## config.mk

```make
export PLATFORM = sky130hd
export DESIGN_NAME = video_stream_framer
export DESIGN_NICKNAME = d
export VERILOG_FILES = /design/src/rtl/video_stream_framer.sv
export SDC_FILE = /design/constraint.sdc
export NUM_CORES = 1
export LEC_CHECK = 0
export BUFFER_PORTS_ARGS = -buffer_cell sky130_fd_sc_hd__buf_4
export CAP_MARGIN = 10
export CELL_PAD_IN_SITES_DETAIL_PLACEMENT = 1
export CELL_PAD_IN_SITES_GLOBAL_PLACEMENT = 1
export CORE_MARGIN = 8
export CORE_UTILIZATION = 50
export CTS_BUF_LIST = sky130_fd_sc_hd__clkbuf_2
export DETAILED_ROUTE_END_ITERATION = 12
export PLACE_DENSITY_LB_ADDON = 0.15
export RECOVER_POWER = 100
export SETUP_SLACK_MARGIN = 0.2
export SYNTH_ARGS = -nofsm -noshare
export SYNTH_HDL_FRONTEND = slang
export SYNTH_SLANG_ARGS = --single-unit
export TNS_END_PERCENT = 20
```

## constraint.sdc

```tcl
create_clock -name clk -period 4.1 [get_ports clk]
set_clock_uncertainty 0.1 [all_clocks]
set_input_delay 0.82 -clock clk [delete_from_list [all_inputs] [get_ports clk]]
set_output_delay 0.82 -clock clk [all_outputs]
set_load 0.02 [all_outputs]
```

## src/rtl/video_stream_framer.sv

```systemverilog
// Crops a raw vsync/hsync/strobe camera stream into a framed, linearly addressed active window.
// Optional checkerboard test pattern is enabled by defining VIDEO_FRAMER_PATTERN_EN.
`timescale 1ns/1ps
module video_stream_framer #(
    parameter int H_START  = 10,
    parameter int H_ACTIVE = 702,
    parameter int V_START  = 16,
    parameter int V_ACTIVE = 288,
    parameter int ADDR_W   = 20
) (
    input  logic              clk,
    input  logic              reset,
    input  logic              cam_vsync,
    input  logic              cam_hsync,
    input  logic              cam_pix_en,
    input  logic [7:0]        cam_data,
`ifdef VIDEO_FRAMER_PATTERN_EN
    input  logic              pattern_on,
`endif
    output logic              video_frame_valid,
    output logic              video_line_valid,
    output logic              video_data_valid,
    output logic [7:0]        video_data,
    output logic [ADDR_W-1:0] video_address,
    output logic [9:0]        frame_count,
    output logic              short_line_err
);

    localparam int H_MAX = (H_ACTIVE > H_START) ? H_ACTIVE : H_START;
    localparam int V_MAX = (V_ACTIVE > V_START) ? V_ACTIVE : V_START;
    // At least 5 bits so the checkerboard can always read bit 4 of column and line.
    localparam int CW = ($clog2(H_MAX + 1) < 5) ? 5 : $clog2(H_MAX + 1);
    localparam int LW = ($clog2(V_MAX + 1) < 5) ? 5 : $clog2(V_MAX + 1);
    localparam logic [CW-1:0] COL_ONE  = CW'(1);
    localparam logic [LW-1:0] LINE_ONE = LW'(1);

    typedef enum logic [2:0] {
        WAIT_VS  = 3'd0,
        V_SKIP   = 3'd1,
        H_SKIP   = 3'd2,
        ACTIVE   = 3'd3,
        LINE_END = 3'd4
    } state_t;

    state_t            state_r;
    logic              vs_d_r;
    logic              hs_d_r;
    logic [CW-1:0]     col_r;
    logic [LW-1:0]     line_cnt_r;
    logic [ADDR_W-1:0] addr_base_r;
    logic              vs_edge_s;
    logic              hs_edge_s;
    logic [CW-1:0]     first_col_s;
    logic [7:0]        pixel_s;

    assign vs_edge_s = cam_vsync & ~vs_d_r;
    assign hs_edge_s = cam_hsync & ~hs_d_r;
    // A strobe coincident with hsync is the first skip pixel of the new line.
    assign first_col_s = cam_pix_en ? COL_ONE : {CW{1'b0}};

`ifdef VIDEO_FRAMER_PATTERN_EN
    // Pixel source: 16-px checkerboard or camera luma.
    always_comb begin
        if (pattern_on) begin
            pixel_s = (col_r[4] ^ line_cnt_r[4]) ? 8'd255 : 8'd0;
        end else begin
            pixel_s = cam_data;
        end
    end
`else
    assign pixel_s = cam_data;
`endif

    // Sync history for rising-edge detection.
    always_ff @(posedge clk or negedge reset) begin
        if (!reset) begin
            vs_d_r <= 1'b0;
            hs_d_r <= 1'b0;
        end else begin
            vs_d_r <= cam_vsync;
            hs_d_r <= cam_hsync;
        end
    end

    // Framing state machine with registered outputs.
    always_ff @(posedge clk or negedge reset) begin
        if (!reset) begin
            state_r           <= WAIT_VS;
            col_r             <= {CW{1'b0}};
            line_cnt_r        <= {LW{1'b0}};
            addr_base_r       <= {ADDR_W{1'b0}};
            video_frame_valid <= 1'b0;
            video_line_valid  <= 1'b0;
            video_data_valid  <= 1'b0;
            video_data        <= 8'd0;
            video_address     <= {ADDR_W{1'b0}};
            frame_count       <= 10'd0;
            short_line_err    <= 1'b0;
        end else begin
            video_data_valid <= 1'b0;
            if (vs_edge_s) begin
                // vsync wins over everything, including a frame in progress.
                state_r           <= V_SKIP;
                col_r             <= {CW{1'b0}};
                line_cnt_r        <= {LW{1'b0}};
                addr_base_r       <= {ADDR_W{1'b0}};
                short_line_err    <= 1'b0;
                video_frame_valid <= 1'b0;
                video_line_valid  <= 1'b0;
            end else begin
                case (state_r)
                    WAIT_VS: state_r <= WAIT_VS;
                    V_SKIP: begin
                        if (hs_edge_s) begin
                            if (line_cnt_r == LW'(V_START - 1)) begin
                                state_r           <= H_SKIP;
                                video_frame_valid <= 1'b1;
                                line_cnt_r        <= {LW{1'b0}};
                                col_r             <= first_col_s;
                            end else begin
                                line_cnt_r <= line_cnt_r + LINE_ONE;
                            end
                        end
                    end
                    H_SKIP, ACTIVE: begin
                        if (hs_edge_s) begin
                            // Truncated line: keep line bases aligned and treat hsync as next line start.
                            short_line_err   <= 1'b1;
                            video_line_valid <= 1'b0;
                            addr_base_r      <= addr_base_r + ADDR_W'(H_ACTIVE);
                            line_cnt_r       <= line_cnt_r + LINE_ONE;
                            if (line_cnt_r == LW'(V_ACTIVE - 1)) begin
                                video_frame_valid <= 1'b0;
                                frame_count       <= frame_count + 10'd1;
                                state_r           <= WAIT_VS;
                            end else begin
                                col_r   <= first_col_s;
                                state_r <= H_SKIP;
                            end
                        end else if (cam_pix_en && (state_r == H_SKIP)) begin
                            if (col_r == CW'(H_START - 1)) begin
                                state_r          <= ACTIVE;
                                video_line_valid <= 1'b1;
                                col_r            <= {CW{1'b0}};
                            end else begin
                                col_r <= col_r + COL_ONE;
                            end
                        end else if (cam_pix_en) begin
                            video_data_valid <= 1'b1;
                            video_data       <= pixel_s;
                            video_address    <= addr_base_r + ADDR_W'(col_r);
                            if (col_r == CW'(H_ACTIVE - 1)) begin
                                state_r     <= LINE_END;
                                addr_base_r <= addr_base_r + ADDR_W'(H_ACTIVE);
                                line_cnt_r  <= line_cnt_r + LINE_ONE;
                            end else begin
                                col_r <= col_r + COL_ONE;
                            end
                        end
                    end
                    LINE_END: begin
                        video_line_valid <= 1'b0;
                        if (line_cnt_r == LW'(V_ACTIVE)) begin
                            video_frame_valid <= 1'b0;
                            frame_count       <= frame_count + 10'd1;
                            state_r           <= WAIT_VS;
                        end else if (hs_edge_s) begin
                            col_r   <= first_col_s;
                            state_r <= H_SKIP;
                        end
                    end
                    default: begin
                        state_r           <= WAIT_VS;
                        video_frame_valid <= 1'b0;
                        video_line_valid  <= 1'b0;
                    end
                endcase
            end
        end
    end

endmodule

```

==> reports/metrics.csv, run 1 <==
metric;value;unit
status;complete, but fails checks;
violations;capacitance limit, slew limit;
rrSetupSlack;1.17;ns
routedWlPerCell;17.4;um
pin_count;55;
clockBufferDepth;2;
hp-class;in2reg;
ys_top_cells_by_count;85 x dfrtp_1, 80 x nand2_1, 49 x o21ai_0;
synth_mux_area_share;0.697;%
diodes;0;
coreArea;9150;um2
crit_path_start_kind;register;
placedCellCount;657;
ir_worst_vdd;0.217;mV
fin_crit_sh;71.4;%
synth-xor-area-share;7.51;%
post_cts_buffers;0;
vias;3919;
setup_tns;0;ns
drc;0;
dieHeight;113;um
netlist_area;4660;um2
seq_area_frac_synth;45.6;%
fin_cells;673;
hpwl;8470;um
routed_wl;11700;um
yosys_warnings;0;
htree_levels;3;
fin_nets;586;
synth_top_family_by_area;simple AND/OR/NAND/NOR gates;
synthesis.nets;540;
ctsHoldBuffers;0;
drt_iter0_drc;233;
gp_congestion;0.894;
drive_above_1_share;6.23;%
fp.dieW;113;um
p_leak;2.23;nW
rows;35;
yosysMostFrequentCell;dfrtp_1;
drt_pass1_iterations;4;
synth_area_leaders;dfrtp_1 46%, nand2_1 6.4%, o21ai_0 5.3%;
clkSinkCount;85;
ant_nets;0;
slew_violations;86;
finalHoldViolations;0;
clockRootBuffer;clkbuf_2;
antenna_found_initial;0;
synth-seq-cells;85;
end_kind;register;
io_buffers;54;
cts_resized;0;
path_class;reg2reg;
cts_inserted_buffers;9;
relSlewSlack;-42.7;%
crit_required;4.40;ns
synth_edf_count;0;
synth-compound-area-share;16.3;%
cap_violations;1;
syn_area_per_cell;9.13;um2
syn_inst;511;
grt_pass1_wl;20400;um
rsz0062_at_grt;no;
critPathMaxFanout;12;
grt_overflow;0;
grt.total_usage;19.3;%
setup_violations;0;
first_global_vias;4098;
powerDensity;518;nW/um2
worst_ep_arrival_time;3.23;ns
die_area;12700;um2
synthSimpleGateAreaFrac;22.0;%
syn2layout_area_growth;8.40;%
grt_start_max_net_pins;86;
cts_tree;done;
start_util;51.0;%
fin_crit;2.93;ns
yosys.area.top_type;dfrtp_1;
path_clk_slew;0.23;ns
tightestPinTransition;2.14;ns
synth_fa_ha_area_share;4.45;%
netlist.area_leader.share;45.6;%
ys.flop_type;dfrtp_1;
max_freq;342;MHz
synthArstFlopShare;100;%
viasPerCell;5.82;
synth_cell_type_count;63;
clk_latency;0.52;ns
-- cells by family (layout without fill, tap and decap cells) --
family	after synthesis	after routing
buffers and inverters	33	84
adders and majority gates	16	16
muxes	3	3
AOI/OAI and AO/OA	118	118
and+or+nand+nor	215	215
DFF	85	85
xor gates and xnor gates	40	40
other	1	1
-- final timing paths --
check | startpoint | end | depth (start not counted)
worst max-delay path | line_cnt_r[0] | col_r[6] | 7
worst min-delay path | cam_vsync | vs_d_r | 1
worst max register to register | line_cnt_r[0] | col_r[6] | 7
worst min register to register | video_address[5] | video_address[5] | 2
max in group asynchronous | reset | video_frame_valid | 1
min in group asynchronous | reset | video_data[7] | 1
-- stage by stage --
step	hold WS (ns)	utilization, %	total power, mW	cell area [um2]	setup WS [ns]
floorplan	0.372	-	1.87	4660	1.64
global placement	0.360	55.9	2.16	5110	1.20
detailed placement	0.372	55.9	2.22	5110	1.05
CTS	0.280	57.4	2.73	5250	1.38
global route	0.265	55.2	2.82	5060	0.969
finish	0.330	55.2	2.62	5060	1.17
-- cell type report --
class                      instances  area [um2]
clock buffer                      11        55.1
clock inverter                     5        83.8
fill                            1104        4100
inverter                          12        45.0
multi-input combinational        393        2350
sequential                        85        2130
tap                              111         139
timing repair buffer              56         253
-- worst max-delay path, cell delays in order, from the launching register on --
cell,delay [ns]
dfrtp_1,0.48
ha_1,0.22
and3_1,0.35
and4_1,0.29
o22ai_1,0.10
or3_1,0.49
or2_0,0.44
o41ai_1,0.36
-- registers in the layout, indices dropped and copies added, names as in the netlist --
signal,cells
frame_count,10
vs_d_r,1
video_frame_valid,1
state_r,3
short_line_err,1
video_address,20
line_cnt_r,9
video_data_valid,1
video_data,8
col_r,10
hs_d_r,1
video_line_valid,1
addr_base_r,19
-- power by group --
group / switching (mW) / internal (mW)
logic: 0.586 / 0.323
registers: 0.204 / 1.00
clock network: 0.298 / 0.209
total: 1.09 / 1.53
-- metal layers --
| metal | global-route usage [%] | routed length [um] |
|---|---|---|
| met1 | 24.4 | 5230 |
| met2 | 32.1 | 5680 |
| met3 | 3.86 | 647 |
| met4 | 6.47 | 123 |
| met5 | 0 | 0 |
-- placed cells by master (no fill, tap or decap), drive strengths merged, types with 3 or more instances in the layout --
master  count
dfrtp      85
nand2      80
clkbuf     56
o21ai      51
nor2       47
nand3      25
xor2       23
xnor2      17
o31ai      16
ha         15
a21oi      14
inv        12
buf        11
nand2b     10
nor3       10
and3       10
nand4       7
a31oi       6
nor2b       4
nor4        4
o22ai       4
or3         4
a21o        4
o21a        3
a211oi      3
No activity file was read; power rests on OpenSTA's default activity.
==> inputs of run 2 (changes only) <==
CORE_UTILIZATION = 46   (was 50)
clock period = 2.9 ns   (was 4.1 ns; I/O delays follow)
==> run 2 against run 1 <==
  * Worst setup slack got worse by 0.91 ns
  * The run now ends clean
  * Non-clock buffer count increased by 14
  * Power increased by 39%
  * Largest power group unchanged
  * Critical endpoint is now col_r[5]
==> reports/metrics.csv, run 2 (synthesis results as in run 1) <==
metric;value;unit;change
viasPerCell;5.57;;-4.4%
syn2layout_area_growth;11.3;%;
io_buffers;54;;unchanged
critPathMaxFanout;12;;unchanged
cp_slowest_cell;or3_1;;
path_class;reg2reg;;
pwr-share-clk;17.1;%;-2.2 points
routed_wl;12000;um;+2.7%
p_switching;1.54;mW;+42%
crit_path_start_kind;register;;
slew_violations;0;;-100%
diodes;0;;unchanged
crit_required;3.27;ns;-1.13 ns
crit_chain;ha_1 -> and3_2 -> and4_1 -> o22ai_1 -> or3_1 -> or2_4 -> o31ai_1;;
grt_overflow;0;;unchanged
worst_ep_arrival_time;3.01;ns;-0.22 ns
timing.hold.worst_path_depth;3;;+2
drive_above_1_share;8.68;%;+2.5 points
routedWlPerCell;16.9;um;-2.5%
final_common_cell;dfrtp_1;;
cp_top_family;simple AND/OR/NAND/NOR gates;;
path_clk_slew;0.23;ns;about the same
dpl-instance-area;5250;um2;+2.6%
grt_start_max_net_pins;59;;-31%
ant_nets;0;;unchanged
fin_crit;2.64;ns;-0.286 ns
status;finished clean;;
fp.dieW;117;um;+3.7%
drt_pass1_iterations;4;;unchanged
path_buf_inv;0;;unchanged
cp.depth;7;;unchanged
antenna_found_initial;0;;unchanged
cts_tree;done;;
end_kind;register;;
clk_latency;0.56;ns;+0.04 ns
worst_r2r_path_depth;7;;unchanged
pwr-share-comb;36.0;%;+1.3 points
clkSinkCount;85;;unchanged
fin_nets;600;;+2.4%
power_frac_seq;46.8;%;+0.8 points
fin_total_pwr;3.63;mW;+39%
pin_count;55;;unchanged
cap_violations;0;;-1
dieHeight;117;um;+3.7%
coreArea;9820;um2;+7.3%
start_util;47.5;%;-3.5 points
gp_congestion;0.856;;-4.3%
postLayoutCellArea;5190;um2;+2.7%
setup_violations;0;;unchanged
p_leak;2.29;nW;+2.8%
largest_reg_flops;20;;unchanged
grt.total_usage;18.9;%;-0.34 points
hp-class;in2reg;;
post_cts_buffers;0;;unchanged
relSlewSlack;3.33;%;+46 points
htree_levels;3;;unchanged
fin_crit_sh;91.1;%;+20 points
hpwl;8920;um;+5.3%
intPower;2.09;mW;+36%
clockBufferDepth;2;;unchanged
tightestPinTransition;1.45;ns;-0.690 ns
netSwitchingFraction;42.5;%;+0.97 points
fin_cells;709;;+5.3%
powerDensity;700;nW/um2;+35%
clockRootBuffer;clkbuf_2;;
rsz0062_at_grt;yes;;
whs;0.104;ns;-0.227 ns
max_freq;378;MHz;+11%
die_area;13600;um2;+7.4%
rows;36;;+2.9%
drt_iter0_drc;202;;-13%
grt_pass1_wl;20600;um;+0.98%
largest-register;video_address;;
ir_worst_vdd;0.299;mV;+38%
cts_inserted_buffers;9;;unchanged
max_stage_delay;0.51;ns;+0.02 ns
setup_tns;0;ns;unchanged
vias;3948;;+0.74%
finalHoldViolations;0;;unchanged
mostFrequentLayoutCells;82 x dfrtp_1, 80 x nand2_1, 50 x o21ai_0;;
placedCellCount;690;;+5.0%
first_global_vias;4161;;+1.5%
top_regs;video_address x20, addr_base_r x19;;
drc;0;;unchanged
[run 2: changes by cell type in the layout (fill, tap and decap cells not counted), moves of 3 or more]
cell and delta:
buf_4 +7, dfrtp_2 +3, dfrtp_1 -3, dlygate4sd3_1 +3, clkinv_2 +3
[run 2: repair_timing]
item,in CTS,in global routing
setup endpoints to repair,0,10
resized for setup,0,5
hold buffers,3,0
endpoints found under the hold margin,59,0
[run 2: layout make-up]
class	count	area [um2]
clock buffers	9	45.0
multi-input cells	393	2370
flip-flops and latches	85	2130
inverters	12	45.0
well taps	133	166
repair buffers	70	368
fillers	1246	4630
clock inverters	7	66.3
[run 2: power by group through the flow]
stage | sequential [mW] | clock (mW) | combinational [mW]
2_1_floorplan | 1.76 | 0 | 0.892
4_1_cts | 1.70 | 0.644 | 1.44
6_report | 1.70 | 0.622 | 1.31
3_5_place_dp | 1.73 | 0 | 1.44
5_1_grt | 1.75 | 0.690 | 1.48
3_3_place_gp | 1.71 | 0 | 1.38
[run 2: path summary, 6_finish.rpt]
check	startpoint	to	slack [ns]
max reg2reg	line_cnt_r[1]	col_r[5]	0.26
min	cam_data[7]	video_data[7]	0.10
max	line_cnt_r[1]	col_r[5]	0.26
min in group asynchronous	reset	video_line_valid	0.82
max in group asynchronous	reset	line_cnt_r[0]	0.95
min reg2reg	video_data[7]	video_data[7]	0.41
[run 2: worst min-delay path, stage by stage]
cell and delay [ns]:
buf_4 0.08, nand2_1 0.04, nand2_1 0.04
[run 2: metrics by stage]
stage	setup slack (ns)	utilization (%)
after floorplan	0.638	-
after detailed placement	0.292	53.4
after global placement	0.404	53.4
after global routing	0.0853	52.9
final	0.258	52.9
after CTS	0.221	54.9
[run 2: per-layer routing]
layer | GRT usage (%) | wire, um | share of wire, %
met1 | 23.9 | 5480 | 46
met2 | 32.2 | 5820 | 49
met3 | 3.88 | 568 | 4.7
met4 | 5.03 | 125 | 1.0
met5 | 0 | 0 | 0
